### src/rtl/uart_tx_pkg.sv
// uart_tx_pkg: shared FSM encodings and default constants for the UART transmitter
package uart_tx_pkg;
  typedef enum logic [1:0] {
    IDLE  = 2'd0,
    START = 2'd1,
    DATA  = 2'd2,
    STOP  = 2'd3
  } tx_state_t;
  localparam int DEF_BAUD_DIV   = 416;
  localparam int DEF_FIFO_DEPTH = 16;
  localparam int DEF_FIFO_AW    = 4;
  localparam logic IDLE_LVL     = 1'b1;
endpackage

### src/rtl/uart_tx_fifo.sv
// uart_tx_fifo: register-array byte FIFO with registered full/empty flags
module uart_tx_fifo
  import uart_tx_pkg::*;
#(
  parameter int FIFO_DEPTH = DEF_FIFO_DEPTH,
  parameter int FIFO_AW    = DEF_FIFO_AW
) (
  input  logic       clk,
  input  logic       rst_n,
  input  logic       push,
  input  logic       pop,
  input  logic [7:0] wdata,
  output logic [7:0] rdata,
  output logic       full,
  output logic       empty
);
  localparam logic [FIFO_AW:0] DEPTH_C = (FIFO_AW+1)'(FIFO_DEPTH);
  logic [7:0] mem [FIFO_DEPTH];
  logic [FIFO_AW-1:0] wr_ptr, rd_ptr;
  logic [FIFO_AW:0] cnt, cnt_nxt;
  logic do_push, do_pop;
  // full gates pushes on the pre-pop occupancy, so a push during a pop-while-full is dropped
  always_comb begin
    do_push = push & ~full;
    do_pop  = pop & ~empty;
    cnt_nxt = cnt + (FIFO_AW+1)'(do_push) - (FIFO_AW+1)'(do_pop);
    rdata   = mem[rd_ptr];
  end
  // storage array; contents need no reset since the flags guard every read
  always_ff @(posedge clk)
    if (do_push) mem[wr_ptr] <= wdata;
  // pointers wrap naturally at the power-of-two depth; flags track the next count
  always_ff @(posedge clk or negedge rst_n)
    if (!rst_n) begin
      wr_ptr <= '0;
      rd_ptr <= '0;
      cnt    <= '0;
      full   <= 1'b0;
      empty  <= 1'b1;
    end else begin
      wr_ptr <= wr_ptr + FIFO_AW'(do_push);
      rd_ptr <= rd_ptr + FIFO_AW'(do_pop);
      cnt    <= cnt_nxt;
      full   <= cnt_nxt == DEPTH_C;
      empty  <= cnt_nxt == '0;
    end
endmodule

### src/rtl/uart_tx_ser.sv
// uart_tx_ser: buffered 8N1 UART transmitter fed by a byte strobe interface
module uart_tx_ser
  import uart_tx_pkg::*;
#(
  parameter int FIFO_DEPTH = DEF_FIFO_DEPTH,
  parameter int FIFO_AW    = DEF_FIFO_AW,
  parameter int BAUD_DIV   = DEF_BAUD_DIV
) (
  input  logic       clk,
  input  logic       rst_n,
  input  logic [7:0] send_char,
  input  logic       send_en,
  output logic       tx_fifo_full,
  output logic       tx_fifo_empty,
  output logic       tx_busy,
  output logic       uart_tx
);
  localparam logic [11:0] BAUD_LAST = 12'(BAUD_DIV - 1);
  tx_state_t state, state_nxt;
  logic [11:0] baud_cnt;
  logic [2:0] bit_idx;
  logic [7:0] shift, shift_nxt, head;
  logic pop, baud_done, tx_d;
  uart_tx_fifo #(.FIFO_DEPTH(FIFO_DEPTH), .FIFO_AW(FIFO_AW)) u_fifo (
    .clk   (clk),
    .rst_n (rst_n),
    .push  (send_en),
    .pop   (pop),
    .wdata (send_char),
    .rdata (head),
    .full  (tx_fifo_full),
    .empty (tx_fifo_empty)
  );
  assign baud_done = baud_cnt == BAUD_LAST;
  assign tx_busy   = state != IDLE;
  // state register
  always_ff @(posedge clk or negedge rst_n)
    if (!rst_n) state <= IDLE;
    else state <= state_nxt;
  // next-state: each non-idle state lasts BAUD_DIV cycles, DATA repeats for 8 bits
  always_comb begin
    state_nxt = state;
    case (state)
      IDLE:  state_nxt = tx_fifo_empty ? IDLE : START;
      START: state_nxt = baud_done ? DATA : START;
      DATA:  state_nxt = (baud_done && bit_idx == 3'd7) ? STOP : DATA;
      STOP:  state_nxt = baud_done ? IDLE : STOP;
    endcase
  end
  // outputs: the line level is computed from the next state so uart_tx can be registered
  always_comb begin
    pop       = state == IDLE && !tx_fifo_empty;
    shift_nxt = pop ? head : (state == DATA && baud_done) ? {1'b0, shift[7:1]} : shift;
    tx_d      = state_nxt == START ? 1'b0 : state_nxt == DATA ? shift_nxt[0] : IDLE_LVL;
  end
  // baud and bit counters, shift register and registered line driver
  always_ff @(posedge clk or negedge rst_n)
    if (!rst_n) begin
      baud_cnt <= '0;
      bit_idx  <= '0;
      shift    <= '0;
      uart_tx  <= IDLE_LVL;
    end else begin
      baud_cnt <= (state == IDLE || baud_done) ? '0 : baud_cnt + 12'd1;
      bit_idx  <= state == IDLE ? 3'd0 : (state == DATA && baud_done) ? bit_idx + 3'd1 : bit_idx;
      shift    <= shift_nxt;
      uart_tx  <= tx_d;
    end
endmodule

### config.mk
export PLATFORM = sky130hd
export DESIGN_NAME = uart_tx_ser
export DESIGN_NICKNAME = d
export VERILOG_FILES = /design/src/rtl/uart_tx_pkg.sv /design/src/rtl/uart_tx_fifo.sv /design/src/rtl/uart_tx_ser.sv
export SDC_FILE = /design/constraint.sdc
export NUM_CORES = 1
export LEC_CHECK = 0
export BUFFER_PORTS_ARGS = -buffer_cell sky130_fd_sc_hd__buf_2
export CORE_UTILIZATION = 35
export CTS_CLUSTER_DIAMETER = 30
export CTS_CLUSTER_SIZE = 24
export DETAILED_ROUTE_END_ITERATION = 8
export HOLD_SLACK_MARGIN = 0.06
export PLACE_DENSITY = 0.48
export SLEW_MARGIN = 25
export SYNTH_ARGS = -nofsm -noshare
export SYNTH_HDL_FRONTEND = slang
export SYNTH_SLANG_ARGS = --single-unit
export TNS_END_PERCENT = 50
### constraint.sdc
create_clock -name clk -period 3.7 [get_ports clk]
set_clock_uncertainty 0.2 [all_clocks]
set_input_delay 0.555 -clock clk [delete_from_list [all_inputs] [get_ports clk]]
set_output_delay 0.555 -clock clk [all_outputs]
set_load 0.01 [all_outputs]
==> Flow_metrics.wiki, run 1 <==
{| class="wikitable"
! Metric !! Value
|-
| Post-synthesis instance total || 412
|-
| Share of the synthesized netlist area taken by xor and xnor gates || 0.0240
|-
| Number of antenna violations at the first check in global routing || 0
|-
| Number of H-tree levels || 4
|-
| Area delta synth->final || 14.0%
|-
| Max cap viols || 0
|-
| TritonRoute pass-1 iters || 6
|-
| Netlist cell types || 44
|-
| Max-slew violation total from the final report || 0
|-
| Syn avg cell area || 16.8 µm²
|-
| Post-detailed-route DRC marker count || 2
|-
| Count of cells along the worst hold path || 1
|-
| Starting density of the core || 0.356
|-
| Deepest clock path buffer count || 2
|-
| Antenna viol nets, final || 0
|-
| Share of layout cells above drive strength 1 || 0.220
|-
| Area inside the core boundary || 19500 µm²
|-
| Main combinational cell family by area after synthesis || multiplexers
|-
| Unrepaired setup endpoints after global routing || no
|-
| Tightest Pin Transition || 960 ps
|-
| Maximum number of pins on one net before global-route repair || 42
|-
| Area contributors post-synth || edfxtp_1, dfrtp_1, mux4_2
|-
| Post-synthesis sequential area ratio || 0.702
|-
| Critical Path AT || 3250 ps
|-
| Number of antenna repair diodes || 0
|-
| Violated checks || DRC
|-
| IO Pins || 15
|-
| Wire length of the first global-routing pass || 21500 µm
|-
| Register-to-register path setup slack || 610 ps
|-
| Routed via count || 3546
|-
| Library cell occupying the most area in the post-synthesis netlist || edfxtp_1
|-
| Area share of the largest cell type after synthesis || 0.554
|-
| Postcts setup bufs || 0
|-
| Root buf cell || clkbuf_16
|-
| Final core area utilization || 0.406
|-
| Outcome || complete, but fails checks
|-
| Share of synthesized area spent on multiplexers || 0.110
|-
| Peak Freq || 0.324 GHz
|-
| Non-Filler Cell Area, Final || 7910 µm²
|-
| Fraction of the mapped netlist area in compound gates || 0.0372
|-
| Startpoint of the tightest hold check path || baud_cnt[0]
|-
| Number of global-route vias before repair || 3547
|-
| IO Port Bufs || 14
|-
| Part of the total power dissipated in sequential elements || 0.490
|-
| Final Cycle Share || 0.835
|-
| Crit path cell chain || or3_2 > inv_1 > ha_1 > inv_1 > ha_1 > fa_1 > a21o_1 > a21oi_1 > xnor2_1 > and2_1
|-
| Die Y || 143 µm
|-
| EDFF count, synth || 128
|-
| Non-filler cells, final || 715
|-
| CP Capture Type || flop
|-
| Yosys synthesis warning count || 0
|-
| Data required, critical path || 3860 ps
|-
| Family with the most delay on the worst path || simple AND/OR/NAND/NOR gates
|-
| Critical path type || reg -> reg
|-
| Worst Hold Path EP || baud_cnt[0]
|-
| Cell count of the worst reg-to-reg path || 10
|-
| Internal Dissipation || 3.68 mW
|-
| Net switching component of the power || 1.44 mW
|-
| Number of failing hold endpoints at the final stage || 0
|-
| Setup crit start kind || flop
|-
| Biggest fanout along the worst timing path || 17
|-
| Remaining max-slew budget at the tightest pin || 0.360
|-
| Critical R2R Launch || state[1]
|-
| Post-Synth Simple-Gate Area || 0.0810
|-
| Worst hold slack || 290 ps
|-
| Worst-path clk slew || 70 ps
|-
| Syn_nets || 436
|-
| CTS buffer count || 17
|-
| Power share of the combinational group || 0.177
|-
| Sw frac || 0.281
|-
| First DRT Iteration DRCs || 176
|-
| PostCTS Resize Cnt || 0
|-
| Post-synthesis share of cell area spent on full adders, half adders and majority gates || 0.0245
|-
| Average detailed-routed wire length per instance || 19.8 µm
|-
| Final critical-path required period || 3090 ps
|-
| Row count || 51
|-
| Number of buffer and inverter instances along the worst setup path || 2
|-
| Inst Count DP || 684
|-
| Cell with the largest stage delay on the worst path || or3_2
|-
| Leak Pwr || 2.79 nW
|-
| Post-CTS Hold Fix Bufs || 0
|-
| CTS tree || yes
|-
| Terminus of the critical flop-to-flop path || u_fifo.full
|-
| Dominant register cell in the synthesized netlist || edfxtp_1
|-
| Via density per instance || 4.96
|-
| GRT Residual Overflow || 0
|-
| VDD IR max || 0.256 mV
|-
| Post-Place Cell Area || 7330 µm²
|-
| Final routed wirelength across all metal layers || 14200 µm
|-
| Die area || 20400 µm²
|-
| Type of the tightest min-delay check || reg -> reg
|-
| Cell area after synthesis || 6940 µm²
|-
| X dimension of the die || 143 µm
|-
| Largest stage delay, worst path || 680 ps
|-
| Final setup vio count || 0
|-
| Placer's final routability congestion estimate || 0.732
|-
| Clock insertion delay at the later pin of the skew report || 430 ps
|-
| HPWL Detailed || 9350 µm
|-
| Total track usage || 0.150
|-
| Power share of the clock group || 0.333
|-
| Synthesis-stage register bit count || 169
|-
| NumNets Final || 463
|-
| Sink Count || 169
|-
| Aggregate negative setup slack || 0 ps
|-
| PD cells || 648 nW/µm²
|-
| Async SR Flop Fraction || 0.243
|}
through the flow:
stage / power (mW) / setup WS (ps)
global placement: 3.46 / 648
CTS: 5.19 / 587
finish: 5.12 / 609
global route: 5.37 / 352
floorplan: 3.16 / 870
detailed placement: 3.48 / 591
worst max path at each step:
stage / startpoint / end / depth (start not counted)
2_1_floorplan: state[1] / u_fifo.full / 12
3_3_place_gp: state[1] / u_fifo.full / 10
3_5_place_dp: state[1] / u_fifo.full / 10
4_1_cts: state[1] / u_fifo.full / 10
5_1_grt: state[1] / u_fifo.empty / 8
6_report: state[1] / u_fifo.full / 10
sequential cells by signal, indices dropped and copies added (netlist names):
register       flops
u_fifo.wr_ptr      4
u_fifo.full        1
baud_cnt          12
shift              8
bit_idx            3
u_fifo.mem       128
state              2
u_fifo.rd_ptr      4
u_fifo.empty       1
u_fifo.cnt         5
uart_tx            1
placed cells by master, fill, tap and decap left out, types with 12 or more instances in the layout:
| cell | n |
|---|---|
| clkbuf_16 | 17 |
| xnor2_1 | 13 |
| dfrtp_1 | 38 |
| ha_1 | 12 |
| edfxtp_1 | 128 |
| nand2_1 | 30 |
| nor2b_1 | 14 |
| mux4_2 | 31 |
| inv_1 | 12 |
| buf_2 | 13 |
| nor2_1 | 32 |
cell usage after synthesis, types with 2 or more instances:
cell       instances
a2111oi_0          6
a211oi_1           7
a21o_1             3
a21oi_1            4
a311oi_1           7
and3_1             2
buf_1              2
buf_2              3
buf_4              2
buf_6              3
clkbuf_1           8
dfrtp_1           39
dfstp_2            2
edfxtp_1         128
ha_1              12
inv_1             12
mux2i_1            5
mux4_2            31
nand2_1           30
nand2b_1           3
nand3_1           11
nor2_1            32
nor2b_1           14
nor3_1             5
nor4_1             2
o21ai_0            4
xnor2_1           13
xor2_1             6
kinds of logic after synthesis:
| kind of cell | after synthesis |
|---|---|
| and+or+nand+nor | 110 |
| buffers and inverters | 30 |
| muxes | 37 |
| AOI/OAI and AO/OA | 34 |
| DFF | 169 |
| adders and majority gates | 13 |
| xor gates and xnor gates | 19 |
per-layer routing:
metal	GRT usage	vias to the layer above	routed length, µm
met1	0.206	1836	6670
met2	0.237	64	6810
met5	0	-	0
met3	0.0339	13	519
li1	-	1633	-
met4	0.0475	0	177
layout make-up:
cell class / instances / area (µm²)
Sequential cell: 169 / 4870
Inverter: 12 / 45.0
Multi-Input combinational cell: 213 / 1920
Clock buffer: 17 / 425
Timing Repair Buffer: 26 / 178
Tap cell: 265 / 332
Clock inverter: 13 / 135
Fill cell: 1769 / 11600
power groups by stage:
stage | registers, mW | clock network [mW] | logic, mW
4_1_cts | 2.51 | 1.75 | 0.930
3_5_place_dp | 2.55 | 0 | 0.931
3_3_place_gp | 2.54 | 0 | 0.919
6_report | 2.51 | 1.71 | 0.905
5_1_grt | 2.55 | 1.81 | 1.02
2_1_floorplan | 2.48 | 0 | 0.684
Power figures use the tool's default switching activity.
==> run 2, diff against run 1 <==
- ABC_AREA: unset -> 1
- clock period: 3.7 -> 3 ns (I/O delays scaled with it)
==> run 2 against run 1 <==
  * The flow now finishes without violations
  * Wire length is 16% higher
  * Non-clock buffer count grew 12
  * Hold slack worse by 50 ps
  * Setup slack got worse by 130 ps
  * Die area grew 2.4%
  * Core utilization rose by 1.2 points
  * Synthesized cell count rose by 55%
  * Largest power group unchanged
==> Flow_metrics.wiki, run 2 <==
{| class="wikitable"
! Metric !! Value
|-
| Share of synthesized area spent on multiplexers || 0 (-0.110)
|-
| Deepest clock path buffer count || 2 (unchanged)
|-
| Tightest Pin Transition || 781 ps (-179 ps)
|-
| Data required, critical path || 3150 ps (-710 ps)
|-
| Maximum number of pins on one net before global-route repair || 69 (+64%)
|-
| Post-Synth Simple-Gate Area || 0.167 (+0.0860)
|-
| First DRT Iteration DRCs || 297 (+69%)
|-
| Share of layout cells above drive strength 1 || 0.121 (-0.0992)
|-
| GRT Residual Overflow || 0 (unchanged)
|-
| Library cell occupying the most area in the post-synthesis netlist || edfxtp_1
|-
| PD cells || 724 nW/µm² (+12%)
|-
| Cell with the largest stage delay on the worst path || dfrtp_1
|-
| Commonest cells after routing, fill and taps aside || nand2_1, edfxtp_1, nor2_1
|-
| NumNets Final || 698 (+51%)
|-
| Final Cycle Share || 0.840 (+0.00469)
|-
| Async SR Flop Fraction || 0.243 (unchanged)
|-
| Remaining max-slew budget at the tightest pin || 0.477 (+0.118)
|-
| PostCTS Resize Cnt || 0 (unchanged)
|-
| Antenna viol nets, final || 0 (unchanged)
|-
| Number of fill cells in the layout || 1923 (+8.7%)
|-
| Critical Path AT || 2670 ps (-580 ps)
|-
| CTS buffer count || 17 (unchanged)
|-
| Number of H-tree levels || 4 (unchanged)
|-
| Setup crit start kind || flop
|-
| Total track usage || 0.173 (+0.0232)
|-
| IO Port Bufs || 14 (unchanged)
|-
| X dimension of the die || 144 µm (+1.2%)
|-
| Max-slew violation total from the final report || 0 (unchanged)
|-
| Placer's final routability congestion estimate || 0.803 (+9.8%)
|-
| Number of buffer and inverter instances along the worst setup path || 3 (+1)
|-
| Most used standard cell by instance count after synthesis || nand2_1
|-
| Type of the tightest min-delay check || in -> reg
|-
| Register bank with the most flops || u_fifo.mem
|-
| Area inside the core boundary || 19700 µm² (+0.98%)
|-
| Fraction of the mapped netlist area in compound gates || 0.0697 (+0.0326)
|-
| Biggest fanout along the worst timing path || 11 (-6)
|-
| Average detailed-routed wire length per instance || 17.3 µm (-13%)
|-
| Seq. cell area || 4870 µm² (unchanged)
|-
| Number of failing hold endpoints at the final stage || 0 (unchanged)
|-
| Area delta synth->final || 15.7%
|-
| Biggest registers after layout || u_fifo.mem x128, baud_cnt x12, shift x8
|-
| TritonRoute pass-1 iters || 5 (-1)
|-
| Final routed wirelength across all metal layers || 16500 µm (+16%)
|-
| Largest stage delay, worst path || 430 ps (-250 ps)
|-
| Area contributors post-synth || edfxtp_1, dfrtp_1, nand2_1
|-
| Post-CTS Hold Fix Bufs || 1 (+1)
|-
| Number of global-route vias before repair || 4570 (+29%)
|-
| Die area || 20900 µm² (+2.4%)
|-
| Final critical-path required period || 2520 ps (-571 ps)
|-
| HPWL Detailed || 10900 µm (+17%)
|-
| Combined area of the multi-input logic cells || 1920 µm² (+0.13%)
|-
| Outcome || finished clean
|-
| Aggregate negative setup slack || 0 ps (unchanged)
|-
| Flip-flop count of the largest register, all copies and words added || 128 (unchanged)
|-
| Die Y || 144 µm (+1.2%)
|-
| Synthesis-stage register bit count || 169 (unchanged)
|-
| Final setup vio count || 0 (unchanged)
|-
| Root buf cell || clkbuf_16
|-
| Netlist cell types || 33 (-25%)
|-
| Number of antenna repair diodes || 0 (unchanged)
|-
| IO Pins || 15 (unchanged)
|-
| VDD IR max || 0.414 mV (+61%)
|-
| Main combinational cell family by area after synthesis || simple AND/OR/NAND/NOR gates
|-
| Post-detailed-route DRC marker count || 0 (-2)
|-
| Critical path type || reg -> reg
|-
| Wire length of the first global-routing pass || 26000 µm (+21%)
|-
| Unrepaired setup endpoints after global routing || no
|-
| Leading post-synthesis cells by instance count || nand2_1, edfxtp_1, nor2_1, nand3_1, inv_1
|-
| Area share of the largest cell type after synthesis || 0.541 (-0.0131)
|-
| Row count || 51 (unchanged)
|-
| Worst-path clk slew || 70 ps (about the same)
|-
| Dominant register cell in the synthesized netlist || edfxtp_1
|-
| Postcts setup bufs || 0 (unchanged)
|-
| Most common cell after layout, fill and taps aside || nand2_1
|-
| Cell occurring most often along the worst timing path || inv_1
|-
| Overall power consumption || 5.95 mW (+16%)
|-
| Cell area after synthesis || 7110 µm² (+2.4%)
|-
| Leak Pwr || 3.18 nW (+14%)
|-
| Share of the synthesized netlist area taken by xor and xnor gates || 0.00986 (-0.0141)
|-
| Post-synthesis sequential area ratio || 0.686 (-0.0166)
|-
| CTS tree || yes
|-
| Yosys synthesis warning count || 0 (unchanged)
|-
| CP Capture Type || flop
|-
| Number of antenna violations at the first check in global routing || 0 (unchanged)
|-
| Crit path cell chain || nor2_1 > inv_1 > nor2_4 > ha_1 > inv_1 > ha_1 > fa_1 > nand3_1 > nand2_1 > xnor2_1 > inv_1 > nor2_1
|-
| Starting density of the core || 0.362 (+0.00506)
|-
| Family with the most delay on the worst path || adder cells
|-
| Post-synthesis share of cell area spent on full adders, half adders and majority gates || 0.0239 (-0.000579)
|-
| Post-synthesis instance total || 638 (+55%)
|-
| Max cap viols || 0 (unchanged)
|-
| Sink Count || 169 (unchanged)
|-
| Via density per instance || 4.82 (-2.8%)
|-
| Clock insertion delay at the later pin of the skew report || 430 ps (about the same)
|-
| EDFF count, synth || 128 (unchanged)
|-
| Routed via count || 4588 (+29%)
|-
| Syn_nets || 662 (+52%)
|-
| Syn avg cell area || 11.1 µm² (-34%)
|-
| Peak Freq || 0.397 GHz (+23%)
|}
==> run 2: changes by cell type after synthesis, moves of 31 or more <==
cell | before | now
inv_1 | 12 | 48
mux4_2 | 31 | 0
nand2_1 | 30 | 132
nand3_1 | 11 | 56
nor2_1 | 32 | 77
o21ai_0 | 4 | 39
==> run 2: worst paths after layout <==
check                             start               end  slack, ps  cells past startpoint
max                            state[0]      u_fifo.empty        480                     12
min                        send_char[5]  u_fifo.mem[9][5]        240                      1
max reg2reg                    state[0]      u_fifo.empty        480                     12
min reg2reg                 baud_cnt[0]       baud_cnt[0]        270                      1
max in group asynchronous         rst_n          shift[3]       1670                      3
min in group asynchronous         rst_n       u_fifo.full        340                      2
==> run 2: final cells by class <==
class                   count  area share
flip-flops and latches    169       0.593
inverters                  54      0.0247
multi-input cells         394       0.234
clock buffers              17      0.0518
well taps                 265      0.0403
repair buffers             38      0.0323
clock inverters            15      0.0241
==> run 2: routing by layer <==
layer | vias to the layer above | wire, µm | global-route usage
li1 | 2269 | - | -
met1 | 2226 | 7800 | 0.229
met2 | 78 | 7970 | 0.284
met3 | 15 | 437 | 0.0344
met4 | 0 | 261 | 0.0593
met5 | - | 0 | 0
==> run 2: kinds of logic (layout without fill, tap and decap cells) <==
kind of cell,Yosys count,after routing
adders and majority gates,13,13
and+or+nand+nor,282,282
AOI/OAI and AO/OA,91,91
xor gates and xnor gates,8,8
buffers and inverters,75,124
DFF,169,169
==> run 2: metrics by stage <==
step / utilization / instances / cell area, µm² / hold WS [ps] / setup WS [ps]
2_1_floorplan: - / 638 / 7110 / -45.6 / 688
3_3_place_gp: 0.386 / 919 / 7580 / 249 / 546
3_5_place_dp: 0.386 / 919 / 7580 / 255 / 478
4_1_cts: 0.418 / 952 / 8220 / 239 / 471
5_1_grt: 0.418 / 952 / 8220 / 237 / 235
6_report: 0.418 / 952 / 8220 / 239 / 480
==> run 2: where the power goes <==
part / leakage (nW) / internal, mW / switching (mW)
logic: 1.21 / 0.257 / 0.497
clock network: 0.308 / 1.28 / 1.02
registers: 1.66 / 2.80 / 0.0965
==> run 2: worst reg2reg max path, stage by stage (launching register included) <==
cell and delay (ps):
dfrtp_1 430, nor2_1 110, inv_1 110, nor2_4 230, ha_1 160, inv_1 40, ha_1 200, fa_1 410
nand3_1 110, nand2_1 80, xnor2_1 170, inv_1 80, nor2_1 130
